$ cat src/rtl/ifu_mem_rsp_pkg.sv
// ifu_pkg: shared parameters, types and helpers for the IFU memory responder.
// No ports; imported by the interface, the tag FIFO and the responder top.
package ifu_pkg;

    localparam int ADDR_WIDTH     = 32;
    localparam int LINE_WIDTH     = 64;
    localparam int WORD_WIDTH     = 32;
    localparam int OFFSET_WIDTH   = 3;
    localparam int TAG_WIDTH      = ADDR_WIDTH - OFFSET_WIDTH;
    localparam int WORDS_PER_LINE = LINE_WIDTH / WORD_WIDTH;
    localparam int REQ_FIFO_DEPTH = 4;

    localparam int WORD_IDX_WIDTH = $clog2(WORDS_PER_LINE);
    localparam int BYTE_OFS_WIDTH = OFFSET_WIDTH - WORD_IDX_WIDTH;
    localparam int FIFO_PTR_WIDTH = $clog2(REQ_FIFO_DEPTH);

    localparam logic [WORD_IDX_WIDTH-1:0] LAST_WORD_IDX = WORD_IDX_WIDTH'(WORDS_PER_LINE - 1);

    typedef enum logic [1:0] {
        IDLE,
        FETCH,
        DRAIN,
        RESP
    } t_mem_rsp_state;

    // Word-aligned ROM byte address of word idx within the line of tag.
    function automatic logic [ADDR_WIDTH-1:0] wordAddr(input logic [TAG_WIDTH-1:0]      tag,
                                                       input logic [WORD_IDX_WIDTH-1:0] idx);
        return {tag, idx, {BYTE_OFS_WIDTH{1'b0}}};
    endfunction

endpackage

$ cat src/rtl/ifu_mem_rsp_if.sv
// ifu_mem_rsp_if: bundles the cache request/response port, the ROM read port
// and the responder status flags.
//   slave  : responder side (takes req_* and rom_rdDataIn, drives the rest)
//   master : cache/ROM side
interface ifu_mem_rsp_if;
    import ifu_pkg::*;

    logic [TAG_WIDTH-1:0]  req_tagIn;
    logic                  req_tagValidIn;
    logic                  req_readyOut;
    logic [TAG_WIDTH-1:0]  rsp_tagOut;
    logic [LINE_WIDTH-1:0] rsp_insLineOut;
    logic                  rsp_insLineValidOut;
    logic                  rom_rdEnOut;
    logic [ADDR_WIDTH-1:0] rom_rdAddrOut;
    logic [WORD_WIDTH-1:0] rom_rdDataIn;
    logic                  busyOut;
    logic                  overflowErrOut;

    modport slave (
        input  req_tagIn, req_tagValidIn, rom_rdDataIn,
        output req_readyOut, rsp_tagOut, rsp_insLineOut, rsp_insLineValidOut,
               rom_rdEnOut, rom_rdAddrOut, busyOut, overflowErrOut
    );

    modport master (
        output req_tagIn, req_tagValidIn, rom_rdDataIn,
        input  req_readyOut, rsp_tagOut, rsp_insLineOut, rsp_insLineValidOut,
               rom_rdEnOut, rom_rdAddrOut, busyOut, overflowErrOut
    );

endinterface

$ cat src/rtl/ifu_mem_rsp_req_fifo.sv
// ifu_req_fifo: pending miss-tag queue.
//   Clock, Rst            : clock, synchronous active-low reset
//   pushIn, pushTagIn     : enqueue a tag (ignored when full)
//   popIn, headTagOut     : dequeue / current head tag (ignored when empty)
//   fullOut, emptyOut     : occupancy flags from registered pointers
//   matchTagIn, matchOut  : combinational "tag is already queued" lookup
module ifu_req_fifo
    import ifu_pkg::*;
(
    input  logic                 Clock,
    input  logic                 Rst,
    input  logic                 pushIn,
    input  logic [TAG_WIDTH-1:0] pushTagIn,
    input  logic                 popIn,
    output logic [TAG_WIDTH-1:0] headTagOut,
    output logic                 fullOut,
    output logic                 emptyOut,
    input  logic [TAG_WIDTH-1:0] matchTagIn,
    output logic                 matchOut
);

    localparam int PTR_W = FIFO_PTR_WIDTH + 1;

    logic [TAG_WIDTH-1:0]      mem [REQ_FIFO_DEPTH];
    logic [PTR_W-1:0]          wrPtr, rdPtr, count;
    logic [FIFO_PTR_WIDTH-1:0] slot;

    // Extra pointer bit separates full (MSBs differ) from empty (equal).
    assign count      = wrPtr - rdPtr;
    assign emptyOut   = (wrPtr == rdPtr);
    assign fullOut    = (wrPtr[FIFO_PTR_WIDTH-1:0] == rdPtr[FIFO_PTR_WIDTH-1:0]) &&
                        (wrPtr[FIFO_PTR_WIDTH] != rdPtr[FIFO_PTR_WIDTH]);
    assign headTagOut = mem[rdPtr[FIFO_PTR_WIDTH-1:0]];

    // Only slots between rdPtr and wrPtr hold live tags.
    always_comb begin
        matchOut = 1'b0;
        slot     = '0;
        for (int i = 0; i < REQ_FIFO_DEPTH; i++) begin
            slot = rdPtr[FIFO_PTR_WIDTH-1:0] + FIFO_PTR_WIDTH'(i);
            if ((PTR_W'(i) < count) && (mem[slot] == matchTagIn)) begin
                matchOut = 1'b1;
            end
        end
    end

    always_ff @(posedge Clock) begin
        if (pushIn && !fullOut) begin
            mem[wrPtr[FIFO_PTR_WIDTH-1:0]] <= pushTagIn;
        end
    end

    always_ff @(posedge Clock) begin
        if (!Rst) begin
            wrPtr <= '0;
            rdPtr <= '0;
        end else begin
            if (pushIn && !fullOut) wrPtr <= wrPtr + 1'b1;
            if (popIn && !emptyOut) rdPtr <= rdPtr + 1'b1;
        end
    end

endmodule

$ cat src/rtl/ifu_mem_rsp.sv
// ifu_mem_rsp: memory-side line-fill responder for the IFU cache. Queues miss
// tags, reads each line word-by-word from the instruction ROM, and returns the
// assembled line as a one-cycle response pulse.
//   Clock, Rst : clock, synchronous active-low reset
//   bus        : ifu_mem_rsp_if.slave (cache req/rsp, ROM read port, status)
//
// state | meaning
// IDLE  | nothing in flight; pop the next queued tag if any
// FETCH | one ROM read strobe per cycle, word 0 .. WORDS_PER_LINE-1
// DRAIN | last word arrives from the ROM; line registered out
// RESP  | response pulse; pop next tag straight into FETCH if queued
module ifu_mem_rsp
    import ifu_pkg::*;
(
    input  logic        Clock,
    input  logic        Rst,
    ifu_mem_rsp_if.slave bus
);

    t_mem_rsp_state            state;
    logic [TAG_WIDTH-1:0]      curTag;
    logic [WORD_IDX_WIDTH-1:0] issueIdx, capIdx, nextIdx;
    logic                      capValid;
    logic [LINE_WIDTH-1:0]     lineBuf, lineNext;
    logic                      romRdEn;
    logic [ADDR_WIDTH-1:0]     romRdAddr;
    logic [TAG_WIDTH-1:0]      rspTag;
    logic [LINE_WIDTH-1:0]     rspLine;
    logic                      rspValid;
    logic                      overflowErr;

    logic                      fifoFull, fifoEmpty, fifoMatch;
    logic [TAG_WIDTH-1:0]      fifoHead;
    logic                      isDup, push, pop;

    ifu_req_fifo u_reqFifo (
        .Clock      (Clock),
        .Rst        (Rst),
        .pushIn     (push),
        .pushTagIn  (bus.req_tagIn),
        .popIn      (pop),
        .headTagOut (fifoHead),
        .fullOut    (fifoFull),
        .emptyOut   (fifoEmpty),
        .matchTagIn (bus.req_tagIn),
        .matchOut   (fifoMatch)
    );

    // A cache holding its miss request re-presents the same tag every cycle;
    // the line being fetched (up to and including its RESP cycle) counts too.
    assign isDup   = fifoMatch || ((state != IDLE) && (bus.req_tagIn == curTag));
    assign push    = bus.req_tagValidIn && !fifoFull && !isDup;
    assign pop     = ((state == IDLE) || (state == RESP)) && !fifoEmpty;
    assign nextIdx = issueIdx + 1'b1;

    always_comb begin
        lineNext = lineBuf;
        if (capValid) begin
            lineNext[capIdx*WORD_WIDTH +: WORD_WIDTH] = bus.rom_rdDataIn;
        end
    end

    always_ff @(posedge Clock) begin
        if (!Rst) begin
            state       <= IDLE;
            curTag      <= '0;
            issueIdx    <= '0;
            capIdx      <= '0;
            capValid    <= 1'b0;
            lineBuf     <= '0;
            romRdEn     <= 1'b0;
            romRdAddr   <= '0;
            rspTag      <= '0;
            rspLine     <= '0;
            rspValid    <= 1'b0;
            overflowErr <= 1'b0;
        end else begin
            romRdEn  <= 1'b0;
            rspValid <= 1'b0;
            // ROM data is valid exactly one cycle after each strobe.
            capValid <= romRdEn;
            if (capValid) begin
                lineBuf <= lineNext;
                capIdx  <= capIdx + 1'b1;
            end
            if (bus.req_tagValidIn && fifoFull && !isDup) begin
                overflowErr <= 1'b1;
            end
            case (state)
                IDLE, RESP: begin
                    if (pop) begin
                        curTag    <= fifoHead;
                        issueIdx  <= '0;
                        romRdEn   <= 1'b1;
                        romRdAddr <= wordAddr(fifoHead, '0);
                        state     <= FETCH;
                    end else begin
                        state <= IDLE;
                    end
                end
                FETCH: begin
                    if (issueIdx == LAST_WORD_IDX) begin
                        state <= DRAIN;
                    end else begin
                        issueIdx  <= nextIdx;
                        romRdEn   <= 1'b1;
                        romRdAddr <= wordAddr(curTag, nextIdx);
                    end
                end
                DRAIN: begin
                    rspTag   <= curTag;
                    rspLine  <= lineNext;
                    rspValid <= 1'b1;
                    state    <= RESP;
                end
                default: state <= IDLE;
            endcase
        end
    end

    assign bus.req_readyOut        = !fifoFull;
    assign bus.rsp_tagOut          = rspTag;
    assign bus.rsp_insLineOut      = rspLine;
    assign bus.rsp_insLineValidOut = rspValid;
    assign bus.rom_rdEnOut         = romRdEn;
    assign bus.rom_rdAddrOut       = romRdAddr;
    assign bus.busyOut             = (state != IDLE) || !fifoEmpty;
    assign bus.overflowErrOut      = overflowErr;

endmodule

$ cat src/flat_wrapper.sv
// flat-port wrapper written by rule: the top's interface ports become plain ports
module ifu_mem_rsp_flat import ifu_pkg::*;
  (Clock, Rst, bus_req_tagIn, bus_req_tagValidIn, bus_rom_rdDataIn, bus_req_readyOut, bus_rsp_tagOut, bus_rsp_insLineOut, bus_rsp_insLineValidOut, bus_rom_rdEnOut, bus_rom_rdAddrOut, bus_busyOut, bus_overflowErrOut);
  ifu_mem_rsp_if bus_i ();
  input  logic Clock;
  input  logic Rst;
  input wire logic [$bits(bus_i.req_tagIn)-1:0] bus_req_tagIn;
  input wire logic [$bits(bus_i.req_tagValidIn)-1:0] bus_req_tagValidIn;
  input wire logic [$bits(bus_i.rom_rdDataIn)-1:0] bus_rom_rdDataIn;
  output wire logic [$bits(bus_i.req_readyOut)-1:0] bus_req_readyOut;
  output wire logic [$bits(bus_i.rsp_tagOut)-1:0] bus_rsp_tagOut;
  output wire logic [$bits(bus_i.rsp_insLineOut)-1:0] bus_rsp_insLineOut;
  output wire logic [$bits(bus_i.rsp_insLineValidOut)-1:0] bus_rsp_insLineValidOut;
  output wire logic [$bits(bus_i.rom_rdEnOut)-1:0] bus_rom_rdEnOut;
  output wire logic [$bits(bus_i.rom_rdAddrOut)-1:0] bus_rom_rdAddrOut;
  output wire logic [$bits(bus_i.busyOut)-1:0] bus_busyOut;
  output wire logic [$bits(bus_i.overflowErrOut)-1:0] bus_overflowErrOut;
  assign bus_i.req_tagIn = bus_req_tagIn;
  assign bus_i.req_tagValidIn = bus_req_tagValidIn;
  assign bus_i.rom_rdDataIn = bus_rom_rdDataIn;
  assign bus_req_readyOut = bus_i.req_readyOut;
  assign bus_rsp_tagOut = bus_i.rsp_tagOut;
  assign bus_rsp_insLineOut = bus_i.rsp_insLineOut;
  assign bus_rsp_insLineValidOut = bus_i.rsp_insLineValidOut;
  assign bus_rom_rdEnOut = bus_i.rom_rdEnOut;
  assign bus_rom_rdAddrOut = bus_i.rom_rdAddrOut;
  assign bus_busyOut = bus_i.busyOut;
  assign bus_overflowErrOut = bus_i.overflowErrOut;
  ifu_mem_rsp u_core (.Clock(Clock), .Rst(Rst), .bus(bus_i));
endmodule
$ cat config.mk
export PLATFORM = sky130hd
export DESIGN_NAME = ifu_mem_rsp_flat
export DESIGN_NICKNAME = d
export VERILOG_FILES = /design/src/rtl/ifu_mem_rsp_pkg.sv /design/src/rtl/ifu_mem_rsp_if.sv /design/src/rtl/ifu_mem_rsp_req_fifo.sv /design/src/rtl/ifu_mem_rsp.sv /design/src/flat_wrapper.sv
export SDC_FILE = /design/constraint.sdc
export NUM_CORES = 1
export LEC_CHECK = 0
export ABC_AREA = 1
export BUFFER_PORTS_ARGS = -buffer_cell sky130_fd_sc_hd__buf_4
export CORE_MARGIN = 2
export CORE_UTILIZATION = 37
export DETAILED_ROUTE_END_ITERATION = 10
export PLACE_DENSITY_LB_ADDON = 0.08
export SLEW_MARGIN = 40
export SYNTH_ARGS = -nofsm -noshare
export SYNTH_HDL_FRONTEND = slang
export SYNTH_SLANG_ARGS = --single-unit
$ cat constraint.sdc
create_clock -name Clock -period 5.1 [get_ports Clock]
set_input_delay 0.765 -clock Clock [delete_from_list [all_inputs] [get_ports Clock]]
set_output_delay 0.765 -clock Clock [all_outputs]
set_load 0.02 [all_outputs]
# --- Word-level counts from Yosys, hierarchy flattened ---
# Memory sizes are Yosys's and may differ from the RTL's. A register that Yosys moved wholly into a read port is not among the register bits.
# Cells that the tools add are included.
classes:
  add_sub_neg: 9
  order_cmp: 4
  n_eq_ne: 14
  shifts: 2
  muxes: 23
  n_reduce_logical: 26
op_table:
  columns: ["op", "count"]
  rows:
  - ["$eq A29 B29 Y1", 5]
  - ["$bwmux W64", 1]
  - ["$mux W32", 2]
  - ["$mux W64", 1]
  - ["$pmux W32 S2", 1]
  - ["$shift A32 B34 Y64 const A", 1]
  - ["$shiftx A32 B34 Y64", 1]
  - ["$neg A6 Y34", 1]
  - ["$logic_and A1 B1 Y1", 13]
  - ["$mux W1", 12]
  - ["$add A3 B1 Y3 const B", 2]
  - ["$lt A1 B3 Y1 const A", 2]
  - ["$lt A2 B3 Y1 const A", 2]
  - ["$mux W2", 3]
  - ["$pmux W2 S3", 1]
  - ["$add A2 B2 Y2 const B", 2]
  - ["$eq A2 B2 Y1 const B", 2]
  - ["$ne A2 B2 Y1 const B", 2]
  - ["$pmux W1 S2", 2]
  - ["$reduce_and A2 Y1", 2]
  - ["$reduce_bool A2 Y1", 2]
  - ["$eq A3 B3 Y1", 1]
  - ["$logic_not A1 Y1", 3]
  - ["$logic_or A1 B1 Y1", 3]
  - ["other kinds (10)", 11]
totals:
  register_bits: 232
  mem_bits_rw: 116
  in_bits: 64
  out_inout_bits: 130
  elab_cells: 93
  mem_count: 1
memory_table:
  columns: ["name", "depth", "word_bits", "rd", "rd_ports_with_merged_regs", "write_ports", "line_no", "rtl"]
  rows:
  - ["u_core.u_reqFifo.mem", 4, 29, 4, 1, 1, "ifu_mem_rsp_req_fifo.sv:24", "logic [TAG_WIDTH-1:0] mem [REQ_FIFO_DEPTH];"]

# --- Depth between registers and ports, before layout ---
# Gate-level depths: netlist of the first run.
logic_depth:
  ltp_word: 13
  depth_mapped: 19
  mapped_depth_nobuf: 19

# --- Modules after synthesis ---
# Synthesis of the first run repeated with hierarchy kept, for this count alone.
hier_totals:
  hier_cells: 2430
  area_unflattened_um2: 17812.1
modules_own_cells:
  columns: ["module", "n_inst", "cells_each", "area_per_inst_um2", "seq_area_each_um2"]
  rows:
  - ["ifu_req_fifo", 1, 1455, 9265.1, 3643.5]
  - ["ifu_mem_rsp", 1, 975, 8546.9, 4484.3]

# --- Worst setup path before layout of the first run ---
# Ideal clock, no wire load.
synth_timing:
  path_kind: "register to register"
  start: "register u_core.u_reqFifo.rdPtr[1]"
  end: "memory u_core.u_reqFifo.mem[0][0] (netlist name), enable pin"
  setup_ns: 0.415
  arrival_ns: 3.116
  t_required_ns: 4.685
  path_slack_ns: 1.569
  path_stages_with_launch: 17
  path_buffers: 1
  period_less_slack_ns: 3.531
  cell_sequence: "dfxtp_1 -> inv_1 -> clkbuf_1 -> fa_1 -> inv_1 -> nand2_1 -> nand2_1 -> nand3_1 -> nand2_1 -> nor2_1 -> nand2_1 -> nor2_1 -> nand2_1 -> nand2_1 -> nor2_1 -> nand3_2 -> nor2_1"
synth_between:
  elab_chain_cells: 13
  elab_cells_between_ends: 30
  cone_classes: "4 x add/sub; 4 x order compare; 4 x eq/ne; 6 x mux; 11 x reduce/logical; 1 x memory"
synth_rtl:
  columns: ["item", "line_no", "rtl"]
  rows:
  - ["start, declared", "ifu_mem_rsp_req_fifo.sv:25", "logic [PTR_W-1:0] wrPtr, rdPtr, count;"]
  - ["start signal, assigned", "ifu_mem_rsp_req_fifo.sv:59", "if (popIn && !emptyOut) rdPtr <= rdPtr + 1'b1;"]
  - ["$add A2 B1 Y2 / $sub A3 B3 Y3 (equally long branches)", "ifu_mem_rsp_req_fifo.sv:40, ifu_mem_rsp_req_fifo.sv:29", null]
  - ["$mem_v2 Z4 W29 / $lt A1 B3 Y1 (equally long branches)", null, null]
  - ["$eq A29 B29 Y1 / $logic_and A1 B1 Y1 (equally long branches)", "ifu_mem_rsp_req_fifo.sv:41", "if ((PTR_W'(i) < count) && (mem[slot] == matchTagIn)) begin"]
  - ["$logic_and A1 B1 Y1 / $mux W1 (equally long branches)", "ifu_mem_rsp_req_fifo.sv:41", null]
  - ["$mux W1 (3 in a row)", "ifu_mem_rsp_req_fifo.sv:41", null]
  - ["$logic_or A1 B1 Y1", "ifu_mem_rsp.sv:51", "assign isDup = fifoMatch || ((state != IDLE) && (bus.req_tagIn == curTag));"]
  - ["$logic_not A1 Y1", "ifu_mem_rsp.sv:52", "assign push = bus.req_tagValidIn && !fifoFull && !isDup;"]
  - ["$logic_and A1 B1 Y1", "ifu_mem_rsp.sv:52", null]
  - ["$logic_and A1 B1 Y1 (*)", "ifu_mem_rsp_req_fifo.sv:48", "if (pushIn && !fullOut) begin"]
  - ["$mux W1 (*)", "ifu_mem_rsp_req_fifo.sv:48", null]
  - ["$mux W1 (not written as such) (*)", "ifu_mem_rsp_req_fifo.sv:49", "mem[wrPtr[FIFO_PTR_WIDTH-1:0]] <= pushTagIn;"]
  - ["end, declared", "ifu_mem_rsp_req_fifo.sv:24", null]
# Every way passes the cells marked *; elsewhere a longest branch is shown, timed or not.

# --- Worst setup path in the final report of the first run ---
layout_timing:
  start: "register u_core.u_reqFifo.rdPtr[0]"
  end: "memory u_core.u_reqFifo.mem[2][10] (netlist name), enable pin"
# Same word-level chain as after synthesis.

==> flow_summary.ini, run 1 <==
[layout]
fin_cells = 3155
antenna_cells = 0
drive_gt1_share_pct = 11.97
finalNetCount = 2593
fin_area_um2 = 20870
areaGrowthSynthToFinish_pct = 19.30
mostFrequentLayoutCell = sky130_fd_sc_hd__nand2_1
most-common-layout-cells = sky130_fd_sc_hd__nand2_1 (807), sky130_fd_sc_hd__nand3_1 (484), sky130_fd_sc_hd__dfxtp_1 (230)

[critical_path]
regToRegStartpoint = u_core.u_reqFifo.rdPtr[0]
critical-path-top-delay-family = simple AND/OR/NAND/NOR gates
worst-path-max-fanout = 58
rr_endpoint = u_core.u_reqFifo.mem[2][10]
crit_path_cell_trace = ha_2 -> buf_4 -> nand3_1 -> nand3_1 -> nand2_1 -> nand3_1 -> nor2_1 -> nand2_1 -> inv_1 -> nand2_1 -> nor2_1 -> nor2_1 -> nand3_2 -> nor2_4 -> buf_16 -> buf_16
worst_r2r_path_depth = 16
worstPathArrival_ns = 4.18
critPathMaxStageDelay_ns = 0.64
cp-start-kind = flop
crit_type = reg -> reg
rrSetupSlack_ns = 1.19
timing.critical_path.required_ns = 5.37
critPathBufInv = 4
critical_path.endpoint_type = flop
worst_path_slowest_cell = sky130_fd_sc_hd__buf_4

[grt]
global_route_wire_length_before_repair_um = 99060
antenna_found_initial = 0
pin_count_of_the_biggest_net_entering_global_routing = 96
grt_overflow = 0
first_global_vias = 15900
grt.total_usage_pct = 26.44

[logic_synthesis]
yosys.area.top_type_share_pct = 26.55
ys_top_cells_by_area = sky130_fd_sc_hd__dfxtp_1 (27%), sky130_fd_sc_hd__edfxtp_1 (20%), sky130_fd_sc_hd__nand2_1 (17%)
synth_cells = 2386
synth.cell_area_um2 = 17500
post_synthesis_mean_instance_area_um2 = 7.333
synth_top_cell_by_area = sky130_fd_sc_hd__dfxtp_1
seq_area_frac_synth_pct = 46.46
yosys_register_bits = 348
synth-warning-count = 0
post_synth_num_cell_types = 35

[clock_tree]
clock-sinks = 348
root_buffer_cell = sky130_fd_sc_hd__clkbuf_16
clkLatencyLatePin_ns = 0.57
post-cts-setup-buffers = 0
post_cts.resized_instances = 0
clkSlewWorstSetupHoldPaths_ns = 0.06
tritoncts_clock_tree = yes
holdBufCountCts = 0
cts-buffers-inserted = 40
clk_path_buf_depth = 3
htree_levels = 2

[floorplanning]
die_width_um = 221.5
num_rows = 79
io_pins = 194
die_y_um = 221.5
starting_density_of_the_core_pct = 37.50
fp.coreArea_um2 = 46650
die-area_um2 = 49040

[timing]
timing_hold_violations_final = 0
max_freq_ghz = 0.2555
whs_ns = 0.4387
setup_total_negative_slack_ns = 0
count_of_endpoints_failing_setup_in_the_final_report = 0
rsz_0062_raised_after_global_routing = false
worst_pin_slew_ns = 0.8191
maxSlewHeadroom_pct = 45.33
fin_skew_ns = 0.01784
layout_worst_path_cycle_share_pct = 76.73
finalCriticalPeriod_ns = 3.913
timing.final.max_slew_violations = 0

[power]
power_density_nw_per_um2 = 556.8
max_ir_drop_vdd_mv = 0.3409
leakagePower_nw = 9.622
fin_total_pwr_w = 0.01162

[min_path]
worstHoldEndpoint = u_core.capValid
worstHoldStart = u_core.bus.rom_rdEnOut
hold_path_depth = 2
holdCritPathClass = reg -> reg

[route]
first_pass_iters = 9
drc_errors = 8
drt_wl_total_um = 66050
drt_iter0_markers = 1649
postRouteAntennaNets = 0
via_per_inst = 5.417
total_vias_in_the_final_route = 17090
post_drt_wl_per_cell_um = 20.93

[placement]
buffer_ports.inserted = 191
placedCellCount = 3083
dp_hpwl_um = 46810
gpl.final_weighted_congestion = 0.9352
dpl_cell_area_um2 = 19590

[outcome]
status = finished, violations left
violations = design-rule violations

[run]
max-cap-violations = 0
[synth_stat cells]
cell / n
sky130_fd_sc_hd__a211oi_1: 1
sky130_fd_sc_hd__a21oi_1: 43
sky130_fd_sc_hd__a31oi_1: 29
sky130_fd_sc_hd__and3_1: 1
sky130_fd_sc_hd__buf_1: 12
sky130_fd_sc_hd__buf_2: 33
sky130_fd_sc_hd__buf_4: 8
sky130_fd_sc_hd__buf_6: 2
sky130_fd_sc_hd__clkbuf_1: 79
sky130_fd_sc_hd__clkbuf_2: 2
sky130_fd_sc_hd__clkbuf_4: 1
sky130_fd_sc_hd__clkinv_1: 2
sky130_fd_sc_hd__conb_1: 1
sky130_fd_sc_hd__dfxtp_1: 232
sky130_fd_sc_hd__edfxtp_1: 116
sky130_fd_sc_hd__fa_1: 1
sky130_fd_sc_hd__ha_1: 10
sky130_fd_sc_hd__inv_1: 98
sky130_fd_sc_hd__inv_2: 4
sky130_fd_sc_hd__mux2i_1: 64
sky130_fd_sc_hd__nand2_1: 810
sky130_fd_sc_hd__nand3_1: 484
sky130_fd_sc_hd__nand3_2: 1
sky130_fd_sc_hd__nand3b_1: 1
sky130_fd_sc_hd__nand4_1: 10
sky130_fd_sc_hd__nor2_1: 144
sky130_fd_sc_hd__nor2_2: 1
sky130_fd_sc_hd__nor3_1: 7
sky130_fd_sc_hd__nor4_1: 2
sky130_fd_sc_hd__o2111ai_1: 3
sky130_fd_sc_hd__o211ai_1: 2
sky130_fd_sc_hd__o21ai_0: 153
sky130_fd_sc_hd__o22ai_1: 10
sky130_fd_sc_hd__or2_2: 1
sky130_fd_sc_hd__xor2_1: 18
[worst max-delay path by stage]
stage / slack [ns] / startpoint / endpoint / cells past startpoint
after floorplan: 1.57 / u_core.u_reqFifo.rdPtr[1] / u_core.u_reqFifo.mem[0][0] / 16
after global placement: 1.00 / u_core.u_reqFifo.rdPtr[0] / u_core.u_reqFifo.mem[2][5] / 14
after detailed placement: 1.24 / u_core.u_reqFifo.rdPtr[0] / u_core.u_reqFifo.mem[2][5] / 16
after CTS: 1.22 / u_core.u_reqFifo.rdPtr[0] / u_core.u_reqFifo.mem[2][10] / 16
after global routing: 1.01 / u_core.u_reqFifo.rdPtr[0] / u_core.u_reqFifo.mem[2][10] / 16
final: 1.19 / u_core.u_reqFifo.rdPtr[0] / u_core.u_reqFifo.mem[2][10] / 16
[through the flow]
stage | setup WS [ns] | util [%]
global route | 1.012 | 44.74
floorplan | 1.569 | -
finish | 1.187 | 44.74
CTS | 1.218 | 44.74
detailed placement | 1.243 | 42.00
global placement | 1.003 | 41.54
[sequential cells by signal (all words and copies together) (netlist names), 3 cells and up, named ones only]
register and count:
u_core.bus.rom_rdAddrOut 30, u_core.bus.rsp_insLineOut 64, u_core.bus.rsp_tagOut 29, u_core.curTag 29, u_core.lineBuf 64, u_core.u_reqFifo.mem 116
u_core.u_reqFifo.rdPtr 3, u_core.u_reqFifo.wrPtr 3
[power breakdown]
part           switching, W  internal, W  leakage, nW
logic               0.00377      0.00154         6.04
clock network       0.00119      0.00165        0.628
registers          0.000260      0.00321         2.95
total               0.00522      0.00640         9.62
[per-layer routing]
metal	wire length [um]	vias to the layer above	global-route usage, %
li1	-	8252	-
met1	28650	8095	35.41
met2	31480	649	44.55
met3	3884	95	2.788
met4	2030	0	9.045
met5	0	-	0
[tightest hold or removal path: stages (launching register included)]
cell and delay [ns]:
sky130_fd_sc_hd__dfxtp_1 0.31, sky130_fd_sc_hd__nand2_1 0.06, sky130_fd_sc_hd__inv_1 0.03
[kinds of logic (layout without fill, tap and decap cells)]
kind of cell	after synthesis	after routing	synth area share [%]
buf+inv	241	402	5.700
simple gates	1462	1462	35.15
other cells	1	2	0.02143
fa+ha+maj	11	11	0.8296
flops	348	348	46.46
mux	64	64	3.662
xor+xnor	18	18	0.9011
compound gates	241	241	7.280
[cell type report]
cell class | instances | area [um^2]
timing repair buffer | 226 | 1873
multi-input combinational | 1798 | 8438
tap | 607 | 759.5
clock inverter | 14 | 138.9
fill | 4777 | 25780
clock buffer | 58 | 1139
inverter | 104 | 390.4
sequential | 348 | 8133
Note: power is estimated with default switching activity, not from simulation.
==> inputs of run 2 (changes only) <==
--- a/config.mk
+++ b/config.mk
@@ -5,7 +5,7 @@
 export SDC_FILE = /design/constraint.sdc
 export NUM_CORES = 1
 export LEC_CHECK = 0
-export ABC_AREA = 1
+export ABC_AREA = 0
 export BUFFER_PORTS_ARGS = -buffer_cell sky130_fd_sc_hd__buf_4
 export CORE_MARGIN = 2
 export CORE_UTILIZATION = 37
==> constraint.sdc (replaced) <==
create_clock -name Clock -period 3.85 [get_ports Clock]
set_input_delay 0.5775 -clock Clock [delete_from_list [all_inputs] [get_ports Clock]]
set_output_delay 0.5775 -clock Clock [all_outputs]
set_load 0.02 [all_outputs]
==> flow_summary.ini, run 2 <==
[clock_tree]
clock-sinks = 348
tritoncts_clock_tree = yes
cts-buffers-inserted = 41
htree_levels = 2
clk_path_buf_depth = 3
clkSlewWorstSetupHoldPaths_ns = 0.07
post-cts-setup-buffers = 0
root_buffer_cell = sky130_fd_sc_hd__clkbuf_16
holdBufCountCts = 0
clkLatencyLatePin_ns = 0.58

[logic_synthesis]
synth_simple_gate_area_share_pct = 9.881
yosys.area.top_type_share_pct = 26.95
async_reset_ff_share_pct = 0
ys_top_cells_by_area = sky130_fd_sc_hd__dfxtp_1 (27%), sky130_fd_sc_hd__edfxtp_1 (20%), sky130_fd_sc_hd__mux4_2 (12%)
main_combinational_cell_family_by_area_after_synthesis = multiplexers
post_synth_num_cell_types = 50
synth-warning-count = 0
synth_fa_ha_area_share_pct = 0.8422
synth_cells = 1415
yosys_register_bits = 348
synth.mux.area_fraction_pct = 22.40
synth_xor_area_share_pct = 8.117
post_synthesis_mean_instance_area_um2 = 12.18
synth_enable_flop_cells = 116
seq_area_frac_synth_pct = 47.16
synthMostInstantiatedCell = sky130_fd_sc_hd__dfxtp_1
synth_top_cells_by_count = sky130_fd_sc_hd__dfxtp_1 (232), sky130_fd_sc_hd__mux2i_1 (172), sky130_fd_sc_hd__nand2_1 (170)
synth-compound-area-share_pct = 7.928
synth_top_cell_by_area = sky130_fd_sc_hd__dfxtp_1
synth-main-ff-cell = sky130_fd_sc_hd__dfxtp_1
synth.cell_area_um2 = 17230

[route]
postRouteAntennaNets = 0
total_vias_in_the_final_route = 11710
post_drt_wl_per_cell_um = 22.32
first_pass_iters = 5
drt_wl_total_um = 48870
drc_errors = 0
via_per_inst = 5.347
drt_iter0_markers = 878

[placement]
buffer_ports.inserted = 191
gpl.final_weighted_congestion = 0.8585
dp_hpwl_um = 34730

[power]
leakagePower_nw = 8.268
fin_total_pwr_w = 0.01562
max_ir_drop_vdd_mv = 0.5064
power_density_nw_per_um2 = 760.0

[timing]
worst_pin_slew_ns = 0.7683
rsz_0062_raised_after_global_routing = false
max_freq_ghz = 0.2754
timing_hold_violations_final = 0
maxSlewHeadroom_pct = 48.78
count_of_endpoints_failing_setup_in_the_final_report = 0
timing.final.max_slew_violations = 0
fin_skew_ns = 0.03341
setup_total_negative_slack_ns = 0
finalCriticalPeriod_ns = 3.632
layout_worst_path_cycle_share_pct = 94.33

[grt]
grt_overflow = 0
grt.total_usage_pct = 20.16
global_route_wire_length_before_repair_um = 72880
antenna_found_initial = 0
first_global_vias = 11290
pin_count_of_the_biggest_net_entering_global_routing = 161

[outcome]
status = finished, final reports clean

[critical_path]
worst_r2r_path_depth = 11
worstPathArrival_ns = 3.93
regToRegStartpoint = u_core.u_reqFifo.rdPtr[1]
timing.critical_path.required_ns = 4.15
worst-path-max-fanout = 16
worst_path_slowest_cell = sky130_fd_sc_hd__mux4_2
critical-path-top-delay-family = simple AND/OR/NAND/NOR gates
cpMostUsedCell = sky130_fd_sc_hd__buf_4
cp-start-kind = flop
crit_type = reg -> reg
crit_path_cell_trace = ha_4 -> buf_4 -> mux4_2 -> xor2_1 -> nor4_1 -> nand4_1 -> o22a_1 -> o31a_1 -> and3_1 -> and2_1 -> buf_4
critical_path.endpoint_type = flop
rrSetupSlack_ns = 0.22
critPathMaxStageDelay_ns = 0.55
critPathBufInv = 2
rr_endpoint = u_core.u_reqFifo.mem[1][12]

[min_path]
holdCritPathClass = in -> reg
worstHoldStart = bus_req_tagIn[6]
hold_path_depth = 1
worstHoldEndpoint = u_core.u_reqFifo.mem[2][6]

[layout]
antenna_cells = 0
most-common-layout-cells = sky130_fd_sc_hd__dfxtp_1 (229), sky130_fd_sc_hd__buf_4 (208), sky130_fd_sc_hd__mux2i_1 (172)
finalNetCount = 1626
mostFrequentLayoutCell = sky130_fd_sc_hd__dfxtp_1
drive_gt1_share_pct = 24.51
largest_reg_flops = 116
areaGrowthSynthToFinish_pct = 19.26

[floorplanning]
die-area_um2 = 48320
die_width_um = 219.8
starting_density_of_the_core_pct = 37.26
io_pins = 194
num_rows = 79
die_y_um = 219.8
fp.coreArea_um2 = 46260

[run]
max-cap-violations = 0
==> run 2: timing repair <==
item	in CTS	in global routing
endpoints found under the setup margin	0	87
endpoints found under the hold margin	0	0
resized for setup	0	2
==> run 2: worst register-to-register path: stages (launching register included) <==
cell and delay (ns):
sky130_fd_sc_hd__dfxtp_2 0.34, sky130_fd_sc_hd__ha_4 0.38, sky130_fd_sc_hd__buf_4 0.26, sky130_fd_sc_hd__mux4_2 0.55, sky130_fd_sc_hd__xor2_1 0.15, sky130_fd_sc_hd__nor4_1 0.38
sky130_fd_sc_hd__nand4_1 0.23, sky130_fd_sc_hd__o22a_1 0.23, sky130_fd_sc_hd__o31a_1 0.14, sky130_fd_sc_hd__and3_1 0.26, sky130_fd_sc_hd__and2_1 0.20, sky130_fd_sc_hd__buf_4 0.22
==> run 2: cells by family after synthesis <==
| group | Yosys count |
|---|---|
| fa+ha+maj | 11 |
| buf+inv | 136 |
| xor+xnor | 158 |
| other cells | 1 |
| simple gates | 342 |
| mux | 267 |
| compound gates | 152 |
| flops | 348 |
==> run 2: layer usage <==
metal | share of wire (%) | vias up | track usage, %
li1 | - | 5414 | -
met1 | 46 | 5849 | 29.30
met2 | 44 | 385 | 30.05
met3 | 7.3 | 62 | 4.665
met4 | 2.1 | 0 | 5.391
met5 | 0 | - | 0
==> run 2: through the flow <==
step	util [%]	setup slack, ns	hold slack [ns]	instance area, um^2	instances
global route	44.43	0.03811	0.2833	20550	2190
detailed placement	41.58	0.2159	0.4625	19230	2115
CTS	44.41	0.1521	0.2744	20540	2190
finish	44.43	0.2184	0.2942	20550	2190
floorplan	-	0.3720	0.4688	17240	1416
global placement	41.55	0.2957	0.4564	19220	2115
==> run 2: power by group <==
| part | switching, W | total, W | internal [W] |
|---|---|---|---|
| logic | 0.00374 | 0.00675 | 0.00300 |
| clock network | 0.00160 | 0.00378 | 0.00218 |
| registers | 0.000570 | 0.00510 | 0.00453 |
==> run 2: worst max path at each step <==
stage                                    startpoint                     endpoint  slack [ns]  cells after the start
final                     u_core.u_reqFifo.rdPtr[1]  u_core.u_reqFifo.mem[1][12]        0.22                     11
after global routing      u_core.u_reqFifo.rdPtr[1]   u_core.u_reqFifo.mem[1][6]        0.04                     12
after CTS                 u_core.u_reqFifo.rdPtr[1]  u_core.u_reqFifo.mem[1][12]        0.15                     12
after detailed placement  u_core.u_reqFifo.rdPtr[1]  u_core.u_reqFifo.mem[1][19]        0.22                     12
after global placement    u_core.u_reqFifo.rdPtr[0]  u_core.u_reqFifo.mem[1][16]        0.30                     11
after floorplan           u_core.u_reqFifo.rdPtr[1]   u_core.u_reqFifo.mem[0][0]        0.37                     13
==> run 2: area by class of cell <==
| cell class | count | area, um^2 |
|---|---|---|
| flip-flops and latches | 348 | 8134 |
| multi-input cells | 932 | 8549 |
| well taps | 607 | 759.5 |
| inverters | 9 | 33.78 |
| repair buffers | 219 | 1768 |
| clock buffers | 61 | 1204 |
| fillers | 4350 | 25710 |
| clock inverters | 14 | 105.1 |
